===== config.mk =====
export PLATFORM = sky130hd
export DESIGN_NAME = writeback_queue
export DESIGN_NICKNAME = d
export VERILOG_FILES = /design/src/rtl/fuzzycpu_pkg.sv /design/src/rtl/wb_fwd_match.sv /design/src/rtl/writeback_queue.sv
export SDC_FILE = /design/constraint.sdc
export NUM_CORES = 1
export LEC_CHECK = 0
export CORE_ASPECT_RATIO = 1.25
export CORE_MARGIN = 2
export CORE_UTILIZATION = 35
export CTS_CLUSTER_DIAMETER = 60
export DETAILED_ROUTE_END_ITERATION = 16
export PLACE_DENSITY = 0.53
export SLEW_MARGIN = 20
export SYNTH_ARGS = -nofsm -noshare
export SYNTH_HDL_FRONTEND = slang
export SYNTH_SLANG_ARGS = --single-unit
export TNS_END_PERCENT = 10

===== constraint.sdc =====
create_clock -name clk -period 15 [get_ports clk]
set_input_delay 3 -clock clk [delete_from_list [all_inputs] [get_ports clk]]
set_output_delay 3 -clock clk [all_outputs]
set_load 0.01 [all_outputs]

===== src/rtl/fuzzycpu_pkg.sv =====
// fuzzycpu_pkg: shared register-file widths and the writeback entry type
package fuzzycpu_pkg;
    localparam int REG_ADDR_W = 5;
    localparam int REG_DATA_W = 32;
    typedef struct packed {
        logic [REG_ADDR_W-1:0] addr;
        logic [REG_DATA_W-1:0] data;
    } wb_entry_t;
endpackage


===== src/rtl/wb_fwd_match.sv =====
// wb_fwd_match: finds the youngest stored queue entry whose address matches a lookup address
module wb_fwd_match
    import fuzzycpu_pkg::*;
#(
    parameter int DEPTH = 4,
    parameter int PW    = 2
) (
    input  logic [PW-1:0]         head,
    input  logic [DEPTH-1:0]      valid,
    input  wb_entry_t             entries [DEPTH],
    input  logic [REG_ADDR_W-1:0] addr,
    output logic                  hit,
    output logic [REG_DATA_W-1:0] val
);
    logic [PW-1:0] idx;
    // walk from oldest to youngest so the last match seen is the youngest one
    always_comb begin
        hit = 1'b0;
        val = '0;
        idx = '0;
        for (int k = 0; k < DEPTH; k++) begin
            idx = head + PW'(k);
            if (valid[idx] && entries[idx].addr == addr) begin
                hit = 1'b1;
                val = entries[idx].data;
            end
        end
    end
endmodule


===== src/rtl/writeback_queue.sv =====
// writeback_queue: in-order result queue from ALU/MDU to the register-file write port with operand forwarding
module writeback_queue
    import fuzzycpu_pkg::*;
#(
    parameter int DEPTH   = 4,
    parameter bit DROP_R0 = 1'b1
) (
    input  logic                         clk,
    input  logic                         rst_n,
    input  logic                         alu_valid,
    output logic                         alu_ready,
    input  logic [REG_ADDR_W-1:0]        alu_addr,
    input  logic [REG_DATA_W-1:0]        alu_data,
    input  logic                         mdu_valid,
    output logic                         mdu_ready,
    input  logic [REG_ADDR_W-1:0]        mdu_addr,
    input  logic [REG_DATA_W-1:0]        mdu_data,
    input  logic                         wb_hold,
    output logic                         wr_enb,
    output logic [REG_ADDR_W-1:0]        wr_addr,
    output logic [REG_DATA_W-1:0]        wr_data,
    input  logic [REG_ADDR_W-1:0]        fwd_addr_1,
    input  logic [REG_ADDR_W-1:0]        fwd_addr_2,
    output logic                         fwd_hit_1,
    output logic                         fwd_hit_2,
    output logic [REG_DATA_W-1:0]        fwd_val_1,
    output logic [REG_DATA_W-1:0]        fwd_val_2,
    output logic [$clog2(DEPTH+1)-1:0]   count
);
    localparam int PW = $clog2(DEPTH);
    localparam int CW = $clog2(DEPTH+1);
    wb_entry_t      mem [DEPTH];
    wb_entry_t      in_e;
    logic [DEPTH-1:0] valid;
    logic [PW-1:0]  head, tail;
    logic           full, enq, deq;
    // handshake, source select and head presentation; readies are forced low while in reset
    always_comb begin
        full      = count == CW'(DEPTH);
        alu_ready = rst_n && !full;
        mdu_ready = rst_n && !full && !alu_valid;
        in_e.addr = alu_valid ? alu_addr : mdu_addr;
        in_e.data = alu_valid ? alu_data : mdu_data;
        enq       = ((alu_valid && alu_ready) || (mdu_valid && mdu_ready)) && !(DROP_R0 && in_e.addr == '0);
        wr_enb    = count != '0 && !wb_hold;
        deq       = wr_enb;
        wr_addr   = count != '0 ? mem[head].addr : '0;
        wr_data   = count != '0 ? mem[head].data : '0;
    end
    // pointer, occupancy and per-entry valid bookkeeping
    always_ff @(posedge clk or negedge rst_n) begin
        if (!rst_n) begin
            head  <= '0;
            tail  <= '0;
            count <= '0;
            valid <= '0;
        end else begin
            if (enq) begin
                tail        <= tail + 1'b1;
                valid[tail] <= 1'b1;
            end
            if (deq) begin
                head        <= head + 1'b1;
                valid[head] <= 1'b0;
            end
            count <= count + CW'(enq) - CW'(deq);
        end
    end
    // entry payload storage; validity alone decides whether an entry is live
    always_ff @(posedge clk) begin
        if (enq) mem[tail] <= in_e;
    end
    wb_fwd_match #(.DEPTH(DEPTH), .PW(PW)) u_fwd_1 (
        .head(head), .valid(valid), .entries(mem), .addr(fwd_addr_1), .hit(fwd_hit_1), .val(fwd_val_1)
    );
    wb_fwd_match #(.DEPTH(DEPTH), .PW(PW)) u_fwd_2 (
        .head(head), .valid(valid), .entries(mem), .addr(fwd_addr_2), .hit(fwd_hit_2), .val(fwd_val_2)
    );
endmodule


==> Word level (Yosys, flattened, before mapping) <==
Cells that the tools add are included.
{ "op_classes": {"addsub": 6, "div_mod_pow": 0, "mux": 49, "n_lt_le_gt_ge": 13, "eq_ne": 9, "multipliers": 0, "bitwise": 8, "reduce_logical": 24, "shifts": 0} }
{ "ops": {"columns": ["cell", "n"], "rows": [
  ["37-bit 2-to-1 mux", 9],
  ["32-bit 2-to-1 mux", 10],
  ["37-bit binary-select mux with 2-bit select", 4],
  ["148-bit bitwise mux", 1],
  ["37-bit demux with 2-bit select", 1],
  ["5-bit equality test", 8],
  ["1-bit logical AND", 17],
  ["3-bit >= comparator (second input constant)", 5],
  ["2-bit by 3-bit less-than comparator with 1-bit output (second input constant)", 5],
  ["2-bit inverter with 3-bit output", 5],
  ["1-bit 2-to-1 mux", 14],
  ["5-bit 2-to-1 mux", 2],
  ["1-bit binary-select mux with 2-bit select", 4],
  ["4-bit 2-to-1 mux", 2],
  ["5-bit logical NOT", 1],
  ["2-bit by 1-bit adder with 2-bit output (second input constant)", 2],
  ["2-bit adder (second input constant)", 2],
  ["4-bit AND", 1],
  ["1-bit demux with 2-bit select", 2],
  ["2-bit by 1-bit >= comparator with 1-bit output (second input constant)", 2],
  ["1-bit logical NOT", 4],
  ["4-bit inverter", 1],
  ["4-bit bitwise OR", 1],
  ["3-bit by 1-bit adder with 3-bit output", 1],
  ["other kinds (5)", 5]
]} }
{ "totals": {"wordCells": 121, "mem_bits_rw": 0, "rom_bits": 0, "latchBits": 0, "input_bits": 89, "reg_bits": 159, "mem_count": 0, "out_inout_bits": 109} }

==> Depth between registers and ports, before layout <==
Gate-level depths: netlist (run 1).
{ "logic_depth": {"word_depth": 10, "mapped_depth": 18, "mapped_depth_nobuf": 10} }

==> Modules after synthesis <==
A second synthesis (run 1) with hierarchy kept.
{ "hier_totals": {"hier_cells": 1405, "area_unflattened_um2": 15713.8} }
{ "modules_own_cells": {"columns": ["mod", "instances", "area_each_um2", "seq_area_each_um2", "cells_each"], "rows": [
  ["wb_fwd_match", 2, 4494.3, 0.0, 531],
  ["writeback_queue", 1, 6725.2, 4719.5, 343]
]} }

==> Least setup slack after synthesis (run 1) <==
Ideal clock, no wire load.
{ "synth_path": {"path_kind": "input-to-output", "startpoint": "input fwd_addr_2[0]", "endpoint": "output fwd_val_2[6]", "setup_slack_ns": 7.387, "stages": 7, "t_arrival_ns": 4.613, "path_buffers": 2, "required_ns": 12.000, "path_cell_list": "clkbuf_1 > xnor2_1 > or3_1 > a2111oi_4 > o211ai_2 > buf_6 > o221ai_1"} }
{ "synth_via": {"elab_chain_cells": 6, "word_cells_on_any_way": 12, "cone_classes": "4 x eq/ne; 4 x mux; 4 x reduce/logical"} }
{ "synth_lines": {"columns": ["element", "line_no", "source"], "rows": [
  ["start: declaration", "writeback_queue.sv:23", "input logic [REG_ADDR_W-1:0] fwd_addr_2,"],
  ["5-bit equality test", "wb_fwd_match.sv:23", "if (valid[idx] && entries[idx].addr == addr) begin"],
  ["1-bit logical AND", "wb_fwd_match.sv:23", null],
  ["32-bit 2-to-1 mux (3 in series)", "wb_fwd_match.sv:23", null],
  ["32-bit 2-to-1 mux (*)", "wb_fwd_match.sv:23", null],
  ["end: declaration", "writeback_queue.sv:27", "output logic [REG_DATA_W-1:0] fwd_val_2,"]
]} }
Every way passes the cells marked *; elsewhere a longest branch is shown, timed or not.

==> Worst setup path after layout (run 1) <==
{ "layout_path": {"startpoint": "input fwd_addr_2[4]", "endpoint": "output fwd_val_2[27]"} }
The elaborated chain is that of the path after synthesis.

==> flow_metrics.py, run 1 <==
metrics = {
    "status": {
        "status": "completed",
    },
    "synth": {
        "synth-seq-cells": 159,
        "ys_warn_count": 0,
        "syn_avg_cell_area_um2": 12.7,
        "ys_types": 50,
        "syn_inst": 931,
        "ys.flop_type": "edfxtp_1",
        "yosysTopAreaCell": "edfxtp_1",
        "synth.area.top_cells": "edfxtp_1 38%, mux4_2 16%, mux2i_1 8.5%, mux2_2 6.5%, o221ai_2 4.3%",
        "synthArstFlopShare_pct": 6.92,
        "synth.top_cell.area_share_pct": 37.7,
        "seq_area_frac_synth_pct": 40.0,
        "syn-cell-area_um2": 11800,
        "syn_nets": 1031,
        "synth_edf_count": 148,
    },
    "setup_path": {
        "cp_data_required_time_ns": 12.00,
        "cp_num_cells": 7,
        "arrival_ns": 6.27,
        "r2r_start": "head[0]$_DFFE_PN0N_",
        "worstSetupStartpointType": "input port",
        "cp-startpoint": "fwd_addr_2[4]",
        "crit_chain": "clkdlybuf4s50_1 -> xnor2_1 -> or3_1 -> a21oi_2 -> nand2_2 -> o221ai_1 -> clkdlybuf4s50_1",
        "cp_common_cell": "clkdlybuf4s50_1",
        "critical_path_class": "input port to output pin",
        "reg2reg_slack_ns": 11.89,
        "rr_worst_depth": 4,
        "crit_path_end": "fwd_val_2[27]",
        "max_stage_delay_ns": 0.66,
        "rr_endpoint": "valid[3]$_DFF_PN0_",
        "crit_buf_inv": 2,
        "crit_path_top_delay_cell": "nand2_2",
        "worst-path-max-fanout": 30,
        "critical_path.top_delay_family": "buffers and inverters",
        "endpoint_kind": "output pin",
    },
    "cts": {
        "clk_pin_slew_ns": 0.07,
        "cts_resized": 0,
        "cts_setup_buffers": 0,
        "numCtsBuffers": 17,
        "clk_latency_ns": 0.43,
        "root_buffer": "clkbuf_16",
        "cts.sinks": 159,
        "tritoncts": "done",
        "htree_num_levels": 4,
        "cts_hold_buffers": 0,
        "clock_path_buffers": 2,
    },
    "floorplanning": {
        "core.rowCount": 75,
        "die_height_um": 209,
        "dieArea_um2": 35200,
        "boundaryPins": 198,
        "core_area_um2": 33400,
        "die_w_um": 168,
        "start_util_pct": 35.3,
    },
    "sta": {
        "hold_viol": 0,
        "period_share_pct": 61.8,
        "max_clock_freq_ghz": 0.108,
        "min_period_ns": 9.27,
        "rsz0062_at_grt": "no",
        "tightest_slew_ns": 1.09,
        "finalSetupTns_ns": 0,
        "setup-violations-final": 0,
        "whs_ns": 0.590,
        "fin_ws_ns": 5.73,
        "skew_ns": 0.0129,
        "relSlewSlack_pct": 27.2,
        "drv_slew": 0,
    },
    "place": {
        "port_buffers": 197,
        "post-place-ws_ns": 5.74,
        "gp_congestion": 0.879,
        "dp_hpwl_um": 21600,
        "dp_cells": 1484,
    },
    "route": {
        "num_vias": 8480,
        "first_iter_violations": 462,
        "first_pass_iters": 5,
        "viasPerCell": 5.59,
        "ant_nets": 0,
        "wl_per_cell_um": 21.9,
        "drc": 0,
        "wl_um": 33200,
    },
    "power": {
        "finalPower_mw": 2.98,
        "peakVddDrop_mv": 0.147,
        "power_density_nw_per_um2": 204,
        "leakage_nw": 4.71,
    },
    "min_path": {
        "worstHoldPathType": "flip-flop to flip-flop",
    },
    "cells_and_area": {
        "final_cell_mix": "196 x clkdlybuf4s50_1, 148 x edfxtp_1, 103 x nand2_1",
        "final_nets": 1180,
        "final_common_cell": "clkdlybuf4s50_1",
        "area_delta_synth_final_pct": 23.7,
        "stdcell_count": 1516,
        "drive_above_1_share_pct": 23.7,
        "diodes": 0,
        "nFillCells": 3073,
    },
    "global_route": {
        "antenna_found_initial": 0,
        "overflow": 0,
        "grt_pass1_vias": 8730,
        "grt_start_max_net_pins": 74,
        "grt.total_usage_pct": 19.1,
        "grt_first_pass_wirelength_um": 50900,
    },
    "flow_run": {
        "max-cap-violations": 0,
    },
}
==> stage by stage <==
step                      area, um2  utilization (%)
final                         14600             43.7
after global routing          14600             43.7
after CTS                     14600             43.7
after detailed placement      14000             41.9
after global placement        14000             41.9
after floorplan               11800                -
==> final cells by class <==
cell class / count / area, um2 / share of cell area, %
Clock buffer: 18 / 429 / 2.94
Clock inverter: 14 / 165 / 1.13
Inverter: 10 / 37.5 / 0.257
Multi-Input combinational cell: 680 / 6630 / 45.4
Sequential cell: 159 / 4720 / 32.4
Tap cell: 423 / 529 / 3.63
Timing Repair Buffer: 212 / 2080 / 14.3
==> sequential cells by signal, indices dropped and copies added, names as in the netlist <==
name,flops
tail,2
valid,4
head,2
count,3
mem,148
==> routing by layer <==
layer	wire [um]	share of wire, %	vias up	track usage [%]
li1	-	-	3944	-
met1	13400	40	4305	22.1
met2	17900	54	191	36.1
met3	1160	3.5	40	2.84
met4	746	2.2	0	6.30
met5	0	0	-	0
==> how the worst min path moves through the flow <==
stage          depth (start not counted)               start                 end
2_1_floorplan                          1  valid[0]$_DFF_PN0_  valid[0]$_DFF_PN0_
3_3_place_gp                           1  count[0]$_DFF_PN0_  count[0]$_DFF_PN0_
3_5_place_dp                           1  count[0]$_DFF_PN0_  count[0]$_DFF_PN0_
4_1_cts                                1  count[0]$_DFF_PN0_  count[0]$_DFF_PN0_
5_1_grt                                1  valid[2]$_DFF_PN0_  valid[2]$_DFF_PN0_
6_report                               1  count[0]$_DFF_PN0_  count[0]$_DFF_PN0_
==> synthesized netlist by cell type, types with 2 or more instances <==
master,n
mux4_2,86
inv_1,10
xor2_1,13
buf_6,13
o211ai_2,2
nor2_1,40
xnor2_1,34
mux2i_1,100
o221ai_2,34
a221oi_1,2
nand2_1,105
edfxtp_1,148
a31o_2,5
a21oi_1,34
and2_1,4
nor3_1,8
nand4_1,4
buf_1,12
ha_1,10
mux2_2,68
a2bb2oi_1,4
nand3_1,2
or3_1,2
o21ai_0,34
buf_2,18
buf_4,7
nor4_1,3
nor2b_1,37
nand3b_1,5
dfrtp_1,11
o221ai_1,25
clkbuf_1,31
a31oi_1,3
==> where the power goes <==
part / switching [mW] / internal (mW) / leakage, nW
Combinational: 0.965 / 0.918 / 2.95
Sequential: 0.0838 / 0.575 / 1.48
Clock: 0.177 / 0.261 / 0.283
Total: 1.23 / 1.75 / 4.71
==> cells by family (layout without fill, tap and decap cells) <==
kind of cell / after synthesis / in the layout / synth area share, %
fa+ha+maj: 11 / 11 / 1.23
simple gates: 217 / 217 / 8.49
compound gates: 150 / 150 / 10.9
xor+xnor: 47 / 47 / 3.49
flops: 159 / 159 / 40.0
buf+inv: 92 / 254 / 4.31
mux: 255 / 255 / 31.6
(Power assumes the default switching activity.)
==> inputs of run 2 (changes only) <==
==> constraint.sdc (replaced) <==
create_clock -name clk -period 9.2 [get_ports clk]
set_input_delay 1.84 -clock clk [delete_from_list [all_inputs] [get_ports clk]]
set_output_delay 1.84 -clock clk [all_outputs]
set_load 0.01 [all_outputs]
==> flow_metrics.py, run 2 (synthesis gave the netlist of run 1 again) <==
metrics = {
    "power": {
        "seqPwrFrac_pct": 21.8,
        "leakage_nw": 4.70,
        "clockPowerShare_pct": 14.3,
        "peakVddDrop_mv": 0.282,
        "pwr-share-comb_pct": 63.9,
        "power_density_nw_per_um2": 332,
        "p_sw_share_pct": 41.8,
        "internal-power_mw": 2.82,
        "p_switching_mw": 2.03,
    },
    "status": {
        "status": "completed",
    },
    "cts": {
        "numCtsBuffers": 17,
        "htree_num_levels": 4,
        "cts.sinks": 159,
        "clk_latency_ns": 0.44,
        "root_buffer": "clkbuf_16",
        "cts_hold_buffers": 0,
        "tritoncts": "done",
        "cts_resized": 0,
        "clk_pin_slew_ns": 0.06,
        "clock_path_buffers": 2,
        "cts_setup_buffers": 0,
    },
    "global_route": {
        "antenna_found_initial": 0,
        "use_met2_pct": 35.4,
        "grt_start_max_net_pins": 82,
        "use_met3_pct": 2.80,
        "overflow": 0,
        "grt.met1_usage_pct": 23.2,
        "grt.total_usage_pct": 19.3,
        "grt-busiest-layer": "met2",
        "grt_pass1_vias": 8862,
        "grt_first_pass_wirelength_um": 51500,
    },
    "cells_and_area": {
        "final_cell_mix": "196 x clkdlybuf4s50_1, 148 x edfxtp_1, 103 x nand2_1",
        "final_core_util_pct": 43.6,
        "largest_registers": "mem x148, valid x4, count x3",
        "drive_above_1_share_pct": 23.9,
        "final_common_cell": "clkdlybuf4s50_1",
        "diodes": 0,
        "largest_register_ffs": 148,
        "final_nets": 1179,
        "largest_register": "mem",
        "area_delta_synth_final_pct": 23.6,
    },
    "setup_path": {
        "rr_endpoint": "valid[1]$_DFF_PN0_",
        "worst-path-max-fanout": 54,
        "r2r_start": "head[0]$_DFFE_PN0N_",
        "critical_path_class": "flip-flop to output pin",
        "cp-startpoint": "head[0]$_DFFE_PN0N_",
        "arrival_ns": 5.63,
        "cp_data_required_time_ns": 7.36,
        "reg2reg_slack_ns": 6.22,
        "worstSetupStartpointType": "flip-flop",
        "endpoint_kind": "output pin",
        "rr_worst_depth": 4,
    },
    "sta": {
        "drv_slew": 0,
        "relSlewSlack_pct": 30.7,
        "rsz0062_at_grt": "no",
        "hold_viol": 0,
        "period_share_pct": 81.2,
        "finalSetupTns_ns": 0,
        "whs_ns": 0.602,
        "min_period_ns": 7.47,
        "setup-violations-final": 0,
        "skew_ns": 0.0147,
        "tightest_slew_ns": 1.04,
        "max_clock_freq_ghz": 0.134,
    },
    "route": {
        "drc": 0,
        "viasPerCell": 5.59,
        "ant_nets": 0,
        "first_pass_iters": 5,
        "first_iter_violations": 447,
        "wl_um": 33100,
        "wl_per_cell_um": 21.9,
        "num_vias": 8469,
    },
    "floorplanning": {
        "die_height_um": 209,
        "boundaryPins": 198,
        "dieArea_um2": 35200,
        "die_w_um": 168,
        "core.rowCount": 75,
        "start_util_pct": 35.3,
        "core_area_um2": 33400,
    },
    "min_path": {
        "holdPathEnd": "count[0]$_DFF_PN0_",
        "min_from": "count[0]$_DFF_PN0_",
        "min_path_cells": 1,
        "worstHoldPathType": "flip-flop to flip-flop",
    },
    "place": {
        "dp_hpwl_um": 22200,
        "port_buffers": 197,
        "gp_congestion": 0.836,
    },
    "flow_run": {
        "max-cap-violations": 0,
    },
}
[run 2: cell types whose count changed in the layout (fill, tap and decap cells not counted)]
| cell | delta |
|---|---|
| nand2_4 | +1 |
| clkinv_1 | -2 |
| clkbuf_1 | -1 |
| buf_2 | -1 |
| clkinv_2 | -1 |
| nand2_2 | -1 |
| inv_6 | +6 |
| clkinv_4 | -1 |
| bufinv_16 | -2 |
| inv_8 | +1 |
[run 2: worst max-delay path by stage]
stage,end,cells after the start,slack (ns)
3_3_place_gp,fwd_val_2[27],8,2.11
2_1_floorplan,fwd_val_1[21],18,3.39
4_1_cts,fwd_val_2[27],8,1.56
5_1_grt,fwd_val_2[30],10,1.34
3_5_place_dp,fwd_val_2[27],8,2.06
6_report,fwd_val_2[30],10,1.73
[run 2: layout make-up]
| cell class | count | area (um2) |
|---|---|---|
| sequential | 159 | 4720 |
| clock inverter | 15 | 148 |
| clock buffer | 17 | 425 |
| tap | 423 | 529 |
| fill | 3129 | 18800 |
| timing repair buffer | 211 | 2070 |
| inverter | 10 | 37.5 |
| multi-input combinational | 680 | 6630 |
[run 2: critical path: stages (launching register included)]
cell and delay [ns]:
dfrtp_4 0.85, inv_1 0.24, ha_4 0.58, buf_4 0.76, mux4_2 0.38, nand2_1 0.09, nor2_4 0.71, buf_4 0.48
a221oi_1 0.14, a21oi_1 0.35, clkdlybuf4s50_1 0.61
[run 2: through the flow]
| step | cell area [um2] | power, mW | worst slack (ns) | std cells |
|---|---|---|---|---|
| after floorplan | 11800 | 3.23 | 3.39 | 931 |
| after global placement | 14000 | 4.19 | 2.11 | 1483 |
| after detailed placement | 14000 | 4.20 | 2.06 | 1483 |
| after CTS | 14600 | 4.91 | 1.56 | 1515 |
| after global routing | 14600 | 5.17 | 1.34 | 1515 |
| final | 14600 | 4.84 | 1.73 | 1515 |
[run 2: routing by layer]
metal  vias up  routed length (um)
li1       3955                   -
met1      4259               13500
met2       209               17600
met3        46                1220
met4         0                 846
met5         -                   0
[run 2: power groups by stage]
stage | logic, mW | clock network (mW) | registers, mW
floorplan | 2.22 | 0 | 1.01
global placement | 3.12 | 0 | 1.07
detailed placement | 3.13 | 0 | 1.07
CTS | 3.15 | 0.711 | 1.06
global route | 3.35 | 0.738 | 1.08
finish | 3.09 | 0.692 | 1.06
